`src/rtl/powlib_sfifo_occ_pkg.sv`:
```
// -----------------------------------------------------------------------------
// powlib_sfifo_occ_pkg
//   Shared definitions for the powlib single-clock occupancy FIFO.
//   - powlib_clogb2 : ceil(log2(value)), at least 1; sizes pointers and counts.
//   - fifo_op_e     : per-cycle array operation, encoded as {push, pop}.
// -----------------------------------------------------------------------------
package powlib_sfifo_occ_pkg;

  // Array operation for one cycle, encoded as {write accept, array pop}.
  typedef enum logic [1:0] {
    OP_NONE = 2'b00,
    OP_POP  = 2'b01,
    OP_PUSH = 2'b10,
    OP_BOTH = 2'b11
  } fifo_op_e;

  // Number of bits needed to hold 0..value-1, with a floor of one bit.
  function automatic int powlib_clogb2(input int value);
    int r;
    int v;
    r = 0;
    v = value - 1;
    while (v > 0) begin
      r = r + 1;
      v = v >> 1;
    end
    if (r < 1) begin
      r = 1;
    end
    return r;
  endfunction

endpackage

```
`src/rtl/powlib_sfifo_ptr.sv`:
```
// -----------------------------------------------------------------------------
// powlib_sfifo_ptr
//   Modulo-D wrapping pointer: counts 0..D-1 and wraps to 0, so D need not be
//   a power of two.
//   Ports:
//     clk    in  clock, rising edge
//     rst    in  asynchronous active-low reset (pointer -> 0)
//     i_clr  in  synchronous clear to 0, wins over i_inc
//     i_inc  in  advance by one
//     o_ptr  out current pointer value, CP bits
// -----------------------------------------------------------------------------
module powlib_sfifo_ptr
  import powlib_sfifo_occ_pkg::*;
#(
  parameter  int D  = 8,
  localparam int CP = powlib_clogb2(D)
) (
  input  logic          clk,
  input  logic          rst,
  input  logic          i_clr,
  input  logic          i_inc,
  output logic [CP-1:0] o_ptr
);

  logic [CP-1:0] r_ptr;

  // Pointer register: clear, then wrap from D-1 back to 0 on increment.
  always_ff @(posedge clk or negedge rst) begin
    if (!rst) begin
      r_ptr <= '0;
    end else if (i_clr) begin
      r_ptr <= '0;
    end else if (i_inc) begin
      r_ptr <= (r_ptr == CP'(D - 1)) ? '0 : r_ptr + CP'(1);
    end
  end

  assign o_ptr = r_ptr;

endmodule

```
`src/rtl/powlib_sfifo_occ.sv`:
```
// -----------------------------------------------------------------------------
// powlib_sfifo_occ
//   Single-clock valid/ready FIFO using all D entries (any D >= 2), with an
//   occupancy count, registered almost-full/almost-empty flags and a
//   synchronous flush.
//   Optional feature macro: POWLIB_SFIFO_OCC_OUTREG_EN
//     undefined : rddata = mem[rdptr] (combinational), write->rdvld latency 1
//     defined   : FWFT output register, rddata/rdvld straight from flops,
//                 write->rdvld latency 2, capacity D+1.
//   Ports:
//     clk     in   clock, rising edge
//     rst     in   asynchronous active-low reset
//     clr     in   synchronous flush, active-high, beats both handshakes
//     wrdata  in   write data (W)
//     wrvld   in   write valid
//     wrrdy   out  write ready (array not full)
//     rddata  out  read data, meaningful when rdvld=1
//     rdvld   out  read valid
//     rdrdy   in   read ready
//     count   out  stored entries (CW)
//     afull   out  count >= AF
//     aempty  out  count <= AE
// -----------------------------------------------------------------------------
module powlib_sfifo_occ
  import powlib_sfifo_occ_pkg::*;
#(
  parameter  int W  = 16,
  parameter  int D  = 8,
  parameter  int AF = D - 1,
  parameter  int AE = 1,
`ifdef POWLIB_SFIFO_OCC_OUTREG_EN
  localparam int CW = powlib_clogb2(D + 2),
`else
  localparam int CW = powlib_clogb2(D + 1),
`endif
  localparam int CP = powlib_clogb2(D),
  localparam int AW = powlib_clogb2(D + 1)
) (
  input  logic          clk,
  input  logic          rst,
  input  logic          clr,
  input  logic [W-1:0]  wrdata,
  input  logic          wrvld,
  output logic          wrrdy,
  output logic [W-1:0]  rddata,
  output logic          rdvld,
  input  logic          rdrdy,
  output logic [CW-1:0] count,
  output logic          afull,
  output logic          aempty
);

  logic [W-1:0]  r_mem [D];
  logic [CP-1:0] w_wrptr;
  logic [CP-1:0] w_rdptr;
  logic [AW-1:0] r_acnt;       // entries held in the array
  logic [AW-1:0] w_acnt_nxt;
  logic [CW-1:0] w_cnt_nxt;    // total occupancy next cycle
  logic          r_wrrdy;
  logic          r_afull;
  logic          r_aempty;
  logic          w_wr_acc;
  logic          w_rd_acc;
  logic          w_pop;        // array entry leaves (to reader or output reg)
  fifo_op_e      w_op;

  // Flush masks both handshakes so nothing is stored or consumed that cycle.
  assign w_wr_acc = wrvld & r_wrrdy & ~clr;

`ifdef POWLIB_SFIFO_OCC_OUTREG_EN
  logic          r_ovld;
  logic [W-1:0]  r_odata;
  logic          w_ovld_nxt;
  logic [CW-1:0] r_cnt;

  assign w_rd_acc = r_ovld & rdrdy & ~clr;
  // Refill the output register when it is empty or draining and data waits.
  assign w_pop    = (~r_ovld | w_rd_acc) & (r_acnt != '0) & ~clr;

  // Next valid state of the output register.
  always_comb begin
    w_ovld_nxt = r_ovld;
    if (clr) begin
      w_ovld_nxt = 1'b0;
    end else if (w_pop) begin
      w_ovld_nxt = 1'b1;
    end else if (w_rd_acc) begin
      w_ovld_nxt = 1'b0;
    end else begin
      w_ovld_nxt = r_ovld;
    end
  end

  assign w_cnt_nxt = CW'(w_acnt_nxt) + CW'(w_ovld_nxt);

  // Output register valid and total occupancy.
  always_ff @(posedge clk or negedge rst) begin
    if (!rst) begin
      r_ovld <= 1'b0;
      r_cnt  <= '0;
    end else begin
      r_ovld <= w_ovld_nxt;
      r_cnt  <= w_cnt_nxt;
    end
  end

  // Output data register, loaded from the array head on pop.
  always_ff @(posedge clk) begin
    if (w_pop) begin
      r_odata <= r_mem[w_rdptr];
    end
  end

  assign rddata = r_odata;
  assign rdvld  = r_ovld;
  assign count  = r_cnt;
`else
  logic r_rdvld;

  assign w_rd_acc  = r_rdvld & rdrdy & ~clr;
  assign w_pop     = w_rd_acc;
  assign w_cnt_nxt = w_acnt_nxt;

  // Read valid mirrors non-zero occupancy, kept as a flop.
  always_ff @(posedge clk or negedge rst) begin
    if (!rst) begin
      r_rdvld <= 1'b0;
    end else begin
      r_rdvld <= (w_acnt_nxt != '0);
    end
  end

  assign rddata = r_mem[w_rdptr];
  assign rdvld  = r_rdvld;
  assign count  = r_acnt;
`endif

  assign w_op = fifo_op_e'({w_wr_acc, w_pop});

  // Array occupancy: +1 on push only, -1 on pop only, flush empties.
  always_comb begin
    w_acnt_nxt = r_acnt;
    if (clr) begin
      w_acnt_nxt = '0;
    end else begin
      case (w_op)
        OP_PUSH: w_acnt_nxt = r_acnt + AW'(1);
        OP_POP:  w_acnt_nxt = r_acnt - AW'(1);
        default: w_acnt_nxt = r_acnt;
      endcase
    end
  end

  // Array count and flags; flags compare next count so they move with count.
  always_ff @(posedge clk or negedge rst) begin
    if (!rst) begin
      r_acnt   <= '0;
      r_wrrdy  <= 1'b1;
      r_afull  <= (AF == 0);
      r_aempty <= 1'b1;
    end else begin
      r_acnt   <= w_acnt_nxt;
      r_wrrdy  <= (w_acnt_nxt != AW'(D));
      r_afull  <= (w_cnt_nxt >= CW'(AF));
      r_aempty <= (w_cnt_nxt <= CW'(AE));
    end
  end

  // Storage array, written at the write pointer on accept.
  always_ff @(posedge clk) begin
    if (w_wr_acc) begin
      r_mem[w_wrptr] <= wrdata;
    end
  end

  powlib_sfifo_ptr #(.D(D)) u_wrptr (
    .clk   (clk),
    .rst   (rst),
    .i_clr (clr),
    .i_inc (w_wr_acc),
    .o_ptr (w_wrptr)
  );

  powlib_sfifo_ptr #(.D(D)) u_rdptr (
    .clk   (clk),
    .rst   (rst),
    .i_clr (clr),
    .i_inc (w_pop),
    .o_ptr (w_rdptr)
  );

  assign wrrdy  = r_wrrdy;
  assign afull  = r_afull;
  assign aempty = r_aempty;

endmodule
```
`config.mk`:
```
export PLATFORM = sky130hd
export DESIGN_NAME = powlib_sfifo_occ
export DESIGN_NICKNAME = d
export VERILOG_FILES = /design/src/rtl/powlib_sfifo_occ_pkg.sv /design/src/rtl/powlib_sfifo_ptr.sv /design/src/rtl/powlib_sfifo_occ.sv
export SDC_FILE = /design/constraint.sdc
export NUM_CORES = 1
export LEC_CHECK = 0
export CORE_MARGIN = 1.5
export CORE_UTILIZATION = 34
export DETAILED_ROUTE_END_ITERATION = 10
export MAX_ROUTING_LAYER = met4
export SLEW_MARGIN = 20
export SYNTH_ARGS = -nofsm -noshare
export SYNTH_HDL_FRONTEND = slang
export SYNTH_SLANG_ARGS = --single-unit
```
`constraint.sdc`:
```
create_clock -name clk -period 6.4 [get_ports clk]
set_clock_uncertainty 0.2 [all_clocks]
set_input_delay 1.28 -clock clk [delete_from_list [all_inputs] [get_ports clk]]
set_output_delay 1.28 -clock clk [all_outputs]
set_load 0.03 [all_outputs]
```
## After elaboration in Yosys (flattened, before gate mapping)

Memories as Yosys holds them, arrays and structs flattened.
Index checks and enable logic that the tools add are counted.

| word-level totals | value |
|---|---|
| word-level logic and storage cells | 37 |
| output and inout bits | 24 |
| register bits after elaboration | 14 |
| bits in writable memories | 128 |
| memories kept | 1 |
| bits of input ports | 21 |

| cells by class | value |
|---|---|
| $lt $le $gt $ge | 2 |
| reductions and logical operators | 3 |
| bitwise logic cells | 5 |
| equal/unequal tests | 5 |
| add/subtract/negate cells | 4 |
| multiplexer cells | 10 |

Memories:

| name | words | bits a word | read ports | clocked after memory_dff | write ports | line | source |
|---|---|---|---|---|---|---|---|
| r_mem | 8 | 16 | 1 | 0 | 1 | powlib_sfifo_occ.sv:53 | `logic [W-1:0] r_mem [D];` |

Operators with widths:

| cell | count |
|---|---|
| 3-bit two-way mux | 6 |
| 4-bit case mux with 2 select lines | 1 |
| 3-bit by 1-bit adder with 3-bit output, second input constant | 2 |
| 3-bit == test, second input constant | 2 |
| 4-bit by 1-bit adder with 4-bit output, second input constant | 1 |
| 1-bit bitwise AND | 4 |
| 4-bit by 3-bit >= comparator with 1-bit output, second input constant | 1 |
| 4-bit by 1-bit <= comparator with 1-bit output, second input constant | 1 |
| 4-bit two-way mux | 1 |
| 4-bit inequality test, second input constant | 1 |
| 2-bit nonzero test | 2 |
| 4-bit nonzero test | 1 |
| 4-bit by 1-bit subtractor with 4-bit output, second input constant | 1 |
| 2-bit by 1-bit == test with 1-bit output, second input constant | 1 |
| 2-bit == test, second input constant | 1 |
| 1-bit two-way mux | 2 |
| 1-bit NOT | 1 |

## Logic depth before layout (Yosys ltp)

| depth | value |
|---|---|
| depth after elaboration | 6 |
| mapped depth | 11 |
| mapped depth without buffers | 11 |

## Hierarchy

Synthesis repeated with hierarchy kept, for this count alone.

| unflattened totals | value |
|---|---|
| cell total of the unflattened synthesis | 266 |
| area total of the unflattened synthesis | 5615.4 µm² |

By module, submodules not included:

| module | seq. area each (µm²) | times used | area each (µm²) | cells each |
|---|---|---|---|---|
| powlib_sfifo_occ | 4046.4 | 1 | 5312.6 | 242 |
| powlib_sfifo_ptr | 75.1 | 2 | 151.4 | 12 |

## Worst setup path before layout

OpenSTA, ideal clock, no wires.

| path | value |
|---|---|
| kind | input-to-reg |
| start point | input clr |
| end point | register r_wrrdy (netlist: wrrdy) |
| arrival time | 3.521 ns |
| slack | 2.585 ns |
| library setup time | 0.094 ns |
| cell stages on the path | 11 |
| cells stage by stage | clkbuf_1 clkbuf_1 nor2_1 ha_1 xor2_1 ha_1 a21oi_1 mux2i_1 xnor2_1 nor2_1 or4b_1 |

| on the way | value |
|---|---|
| cells in the longest elaborated chain, start to end | 6 |

Ends and longest elaborated chain:

| what | line | source |
|---|---|---|
| start, declared | powlib_sfifo_occ.sv:41 | `input logic clr,` |
| 1-bit NOT | powlib_sfifo_occ.sv:68, powlib_sfifo_occ.sv:120 |  |
| 1-bit bitwise AND (on tied branches) | powlib_sfifo_occ.sv:120, powlib_sfifo_occ.sv:68 |  |
| 2-bit by 1-bit == test with 1-bit output or 2-bit == test (tied branches) | powlib_sfifo_occ.sv:146 | `case (w_op)` |
| 4-bit case mux with 2 select lines | powlib_sfifo_occ.sv:146 |  |
| 4-bit two-way mux * | powlib_sfifo_occ.sv:143 | `if (clr) begin` |
| 4-bit inequality test * | powlib_sfifo_occ.sv:163 | `r_wrrdy <= (w_acnt_nxt != AW'(D));` |
| end signal, assigned | powlib_sfifo_occ.sv:163 |  |
| end, declared | powlib_sfifo_occ.sv:59 | `logic r_wrrdy;` |

Every way passes the cells marked *; elsewhere a longest branch is shown, timed or not.
A chain may end at the register's enable or synchronous reset.

## Final worst setup path

| path | value |
|---|---|
| start point | register u_rdptr.r_ptr[0] (netlist: u_rdptr.o_ptr[0]) |
| end point | output rddata[9] |

| on the way | value |
|---|---|
| cells in the longest elaborated chain, start to end | 1 |

Ends and longest elaborated chain:

| what | line | source |
|---|---|---|
| start, declared | powlib_sfifo_ptr.sv:25 | `logic [CP-1:0] r_ptr;` |
| start signal, assigned | powlib_sfifo_ptr.sv:34 | `r_ptr <= (r_ptr == CP'(D - 1)) ? '0 : r_ptr + CP'(1);` |
| memory read 8 x 16 bit | -- |  |
| end, declared | powlib_sfifo_occ.sv:45 | `output logic [W-1:0] rddata,` |

No other way between the ends.

==> impl_metrics.prom <==
# TYPE chip_impl_metric gauge
chip_impl_info{name="status",value="completed"} 1
chip_impl_metric{name="netSwitchingFraction",unit="%"} 21.3
chip_impl_info{name="cts-root-buf",value="clkbuf_16"} 1
chip_impl_metric{name="switchingPower",unit="mW"} 0.480
chip_impl_metric{name="cts.htree.levels",unit=""} 4
chip_impl_metric{name="globalRouteOverflowTotal",unit=""} 0
chip_impl_metric{name="grt_start_max_net_pins",unit=""} 35
chip_impl_metric{name="post-dp-hpwl",unit="um"} 5900
chip_impl_info{name="yosysTopAreaCell",value="edfxtp_1"} 1
chip_impl_metric{name="groute.usage.overall",unit="%"} 13.6
chip_impl_metric{name="vias",unit=""} 2700
chip_impl_metric{name="pd_cells",unit="nW/um^2"} 324
chip_impl_metric{name="share_seq_of_total_power",unit="%"} 46.7
chip_impl_metric{name="postSynth.asyncResetShare",unit="%"} 9.86
chip_impl_metric{name="grt_first_pass_wirelength",unit="um"} 16600
chip_impl_info{name="hold_end",value="u_wrptr.o_ptr[2]$_DFFE_PN0P_"} 1
chip_impl_metric{name="gr-usage-met1",unit="%"} 16.3
chip_impl_metric{name="drt_first_pass_iters",unit=""} 4
chip_impl_metric{name="met3_usage",unit="%"} 4.59
chip_impl_metric{name="average_routed_wire_per_standard_cell",unit="um"} 18.4
chip_impl_metric{name="cts.path.max_buffers",unit=""} 2
chip_impl_metric{name="floorplan.initialDensity",unit="%"} 35.0
chip_impl_metric{name="io_buffer_count",unit=""} 44
chip_impl_metric{name="report.final.hold_viol_count",unit=""} 0
chip_impl_metric{name="cts.clk_slew.worst_paths",unit="ps"} 60
chip_impl_info{name="ys_top_cells_by_count",value="128 x edfxtp_1, 32 x mux4_2, 16 x mux2_2, 16 x nor2_1, 12 x dfrtp_1"} 1
chip_impl_metric{name="ys_seq_area_share",unit="%"} 75.1
chip_impl_metric{name="cts_hold_buf",unit=""} 0
chip_impl_info{name="rsz0062_at_grt",value="false"} 1
chip_impl_info{name="yosys_most_used_dff",value="edfxtp_1"} 1
chip_impl_info{name="timing.rr.start",value="wrrdy$_DFF_PN1_"} 1
chip_impl_metric{name="tns",unit="ps"} 0
chip_impl_metric{name="numCtsBuffers",unit=""} 17
chip_impl_metric{name="critPathMaxStageDelay",unit="ps"} 930
chip_impl_metric{name="maxCapViolations",unit=""} 0
chip_impl_info{name="cp_cell_sequence",value="buf_4 > mux4_2 > mux2_2 > clkdlybuf4s50_1"} 1
chip_impl_metric{name="fin_util",unit="%"} 43.6
chip_impl_metric{name="insertedDiodeCount",unit=""} 0
chip_impl_metric{name="detail-route-antenna-nets",unit=""} 0
chip_impl_metric{name="detail_route.vias_per_cell",unit=""} 4.80
chip_impl_metric{name="cp_max_fo",unit=""} 26
chip_impl_metric{name="grt_antenna_before_repair",unit=""} 0
chip_impl_metric{name="synth-seq-cells",unit=""} 142
chip_impl_metric{name="hold_slack",unit="ps"} 340
chip_impl_info{name="cp_slowest_cell",value="dfrtp_2"} 1
chip_impl_metric{name="core_region_area",unit="sq um"} 15900
chip_impl_info{name="critPathLaunchType",value="flop"} 1
chip_impl_info{name="hold_path_startpoint",value="wrrdy$_DFF_PN1_"} 1
chip_impl_metric{name="die_w",unit="um"} 131
chip_impl_metric{name="netlist_area",unit="sq um"} 5590
chip_impl_info{name="type_of_destination_of_the_critical_path",value="output port"} 1
chip_impl_metric{name="die-area",unit="sq um"} 17200
chip_impl_metric{name="p_leak",unit="nW"} 2.30
chip_impl_metric{name="power.internal",unit="mW"} 1.77
chip_impl_metric{name="power.combinational.fraction",unit="%"} 8.1
chip_impl_info{name="r2r-end",value="wrrdy$_DFF_PN1_"} 1
chip_impl_metric{name="floorplan.io_pins",unit=""} 45
chip_impl_metric{name="synth.yosys.warnings",unit=""} 0
chip_impl_metric{name="r2r_setup_slack",unit="ps"} 3450
chip_impl_metric{name="syn_to_final_growth",unit="%"} 24.3
chip_impl_metric{name="total_drc_errors_in_the_routed_layout",unit=""} 0
chip_impl_metric{name="finalNonFillerCells",unit=""} 562
chip_impl_metric{name="synthesis.instances",unit=""} 273
chip_impl_metric{name="nets",unit=""} 361
chip_impl_metric{name="worstSkewPairLatency",unit="ps"} 410
chip_impl_metric{name="timing_max_transition_violations_final",unit=""} 0
chip_impl_metric{name="cts.repair_timing.setup_buffer_count",unit=""} 0
chip_impl_info{name="tritoncts",value="built"} 1
chip_impl_metric{name="groute.layer.met2.usage",unit="%"} 21.2
chip_impl_metric{name="synth.net_count",unit=""} 301
chip_impl_metric{name="height_of_the_chip",unit="um"} 131
chip_impl_metric{name="clock_sinks",unit=""} 142
chip_impl_metric{name="slew_headroom",unit="%"} 33.7
chip_impl_metric{name="r2r_cells",unit=""} 11
chip_impl_metric{name="fill_count",unit=""} 1383
chip_impl_metric{name="cts_resized",unit=""} 0
chip_impl_metric{name="syn_area_per_cell",unit="sq um"} 20.5
chip_impl_metric{name="drt_wl_total",unit="um"} 10300
chip_impl_metric{name="synth_top_area_share",unit="%"} 68.8
chip_impl_info{name="hold_path.class",value="flop to flop"} 1
chip_impl_metric{name="synth-edff-count",unit=""} 128
chip_impl_metric{name="post-route-period-util",unit="%"} 72.1
chip_impl_info{name="yosys.cell_count.top_type",value="edfxtp_1"} 1
chip_impl_metric{name="fmax",unit="MHz"} 217
chip_impl_info{name="grt-busiest-layer",value="met2"} 1
chip_impl_metric{name="synth_cell_types",unit=""} 28
chip_impl_info{name="timing.setup.critical_path_class",value="flop to output port"} 1
chip_impl_metric{name="violation_count_after_the_first_detailed_route_iteration",unit=""} 145
chip_impl_metric{name="number_of_global_route_vias_before_repair",unit=""} 2996
chip_impl_metric{name="holdPathStages",unit=""} 2
chip_impl_metric{name="finalSetupViolCount",unit=""} 0
chip_impl_metric{name="worst_pin_slew",unit="ps"} 995
chip_impl_metric{name="period_needed",unit="ps"} 4620
chip_impl_metric{name="rows",unit=""} 46
chip_impl_metric{name="clock_power_share",unit="%"} 45.2
chip_impl_metric{name="gpl.final_weighted_congestion",unit=""} 0.811
chip_impl_metric{name="numPlacedInstances",unit=""} 530
chip_impl_info{name="synth_area_leaders",value="edfxtp_1 69%, mux4_2 13%, dfrtp_1 5.4%"} 1
chip_impl_metric{name="worst-endpoint-required",unit="ps"} 4920
chip_impl_metric{name="ir_worst_vdd",unit="V"} 0.000199
chip_impl_metric{name="cp.arrival",unit="ps"} 3140
chip_impl_metric{name="final_layout_size_suffix_gt1_share",unit="%"} 27.2
==> worst max path at each step <==
stage	startpoint	slack, ps	depth (start not counted)	endpoint
floorplan	clr	2580	11	wrrdy$_DFF_PN1_
global placement	clr	2130	11	wrrdy$_DFF_PN1_
global route	u_rdptr.o_ptr[0]$_DFFE_PN0P_	1560	4	rddata[9]
finish	u_rdptr.o_ptr[0]$_DFFE_PN0P_	1780	4	rddata[9]
detailed placement	clr	2040	10	wrrdy$_DFF_PN1_
CTS	u_rdptr.o_ptr[0]$_DFFE_PN0P_	1660	4	rddata[9]
==> per-stage QoR <==
step	power, mW	worst slack, ps	cell area [sq um]
6_report	2.25	1780	6950
3_5_place_dp	1.26	2040	6330
5_1_grt	2.33	1560	6950
3_3_place_gp	1.25	2130	6330
2_1_floorplan	1.18	2580	5590
4_1_cts	2.28	1660	6950
==> layout by cell type (no fill, tap or decap), types with 3 or more instances in the layout <==
cell type        count
a21oi_1              9
buf_4                9
bufinv_16            4
clkbuf_16           17
clkdlybuf4s50_1     44
clkinv_4             3
dfrtp_1             10
edfxtp_1           128
ha_1                 7
inv_1                3
mux2_2              16
mux4_2              32
nand2_1              7
nand3_1              4
nor2_1              16
nor2b_1              3
xor2_1               3
==> power groups by stage <==
stage,combinational (mW),sequential [mW],clock (mW)
6_report,0.183,1.05,1.02
5_1_grt,0.198,1.06,1.08
4_1_cts,0.187,1.05,1.04
3_5_place_dp,0.186,1.07,0
3_3_place_gp,0.182,1.07,0
2_1_floorplan,0.115,1.07,0
==> registers in the layout (all words and copies together) (netlist names) <==
register / flops
wrrdy: 1
afull: 1
r_mem: 128
rdvld: 1
u_wrptr.o_ptr: 3
u_rdptr.o_ptr: 3
count: 4
aempty: 1
==> cell families (layout without fill, tap and decap cells) <==
kind of cell,count (synthesis),in the layout,synth area share [%]
adders and majority gates,7,7,1.57
muxes,50,50,16.5
AOI/OAI and AO/OA,13,13,1.30
DFF,142,142,75.1
and+or+nand+nor,41,41,3.67
buffers and inverters,15,88,1.10
xor gates and xnor gates,5,5,0.784
==> critical path, delay by kind of cell, from the launching register on <==
family,cells,cell delay (ps)
buffers and inverters,2,960
flip-flops,1,930
multiplexers,2,810
==> layer usage <==
metal  up-vias  share of wire (%)  wire (um)
met1      1411                 45       4700
li1       1220                  -          -
met4         0                1.8        188
met2        57                 49       5020
met3        12                4.1        428
met5         -                  0          0
==> cell type report <==
cell class / count / area (sq um) / area share, %
Multi-Input combinational cell: 116 / 1340 / 19.3
Sequential cell: 142 / 4200 / 60.4
Tap cell: 216 / 270 / 3.89
Inverter: 3 / 11.3 / 0.162
Clock inverter: 14 / 189 / 2.72
Timing Repair Buffer: 53 / 508 / 7.31
Clock buffer: 18 / 429 / 6.18
No activity file was read; power rests on OpenSTA's default activity.
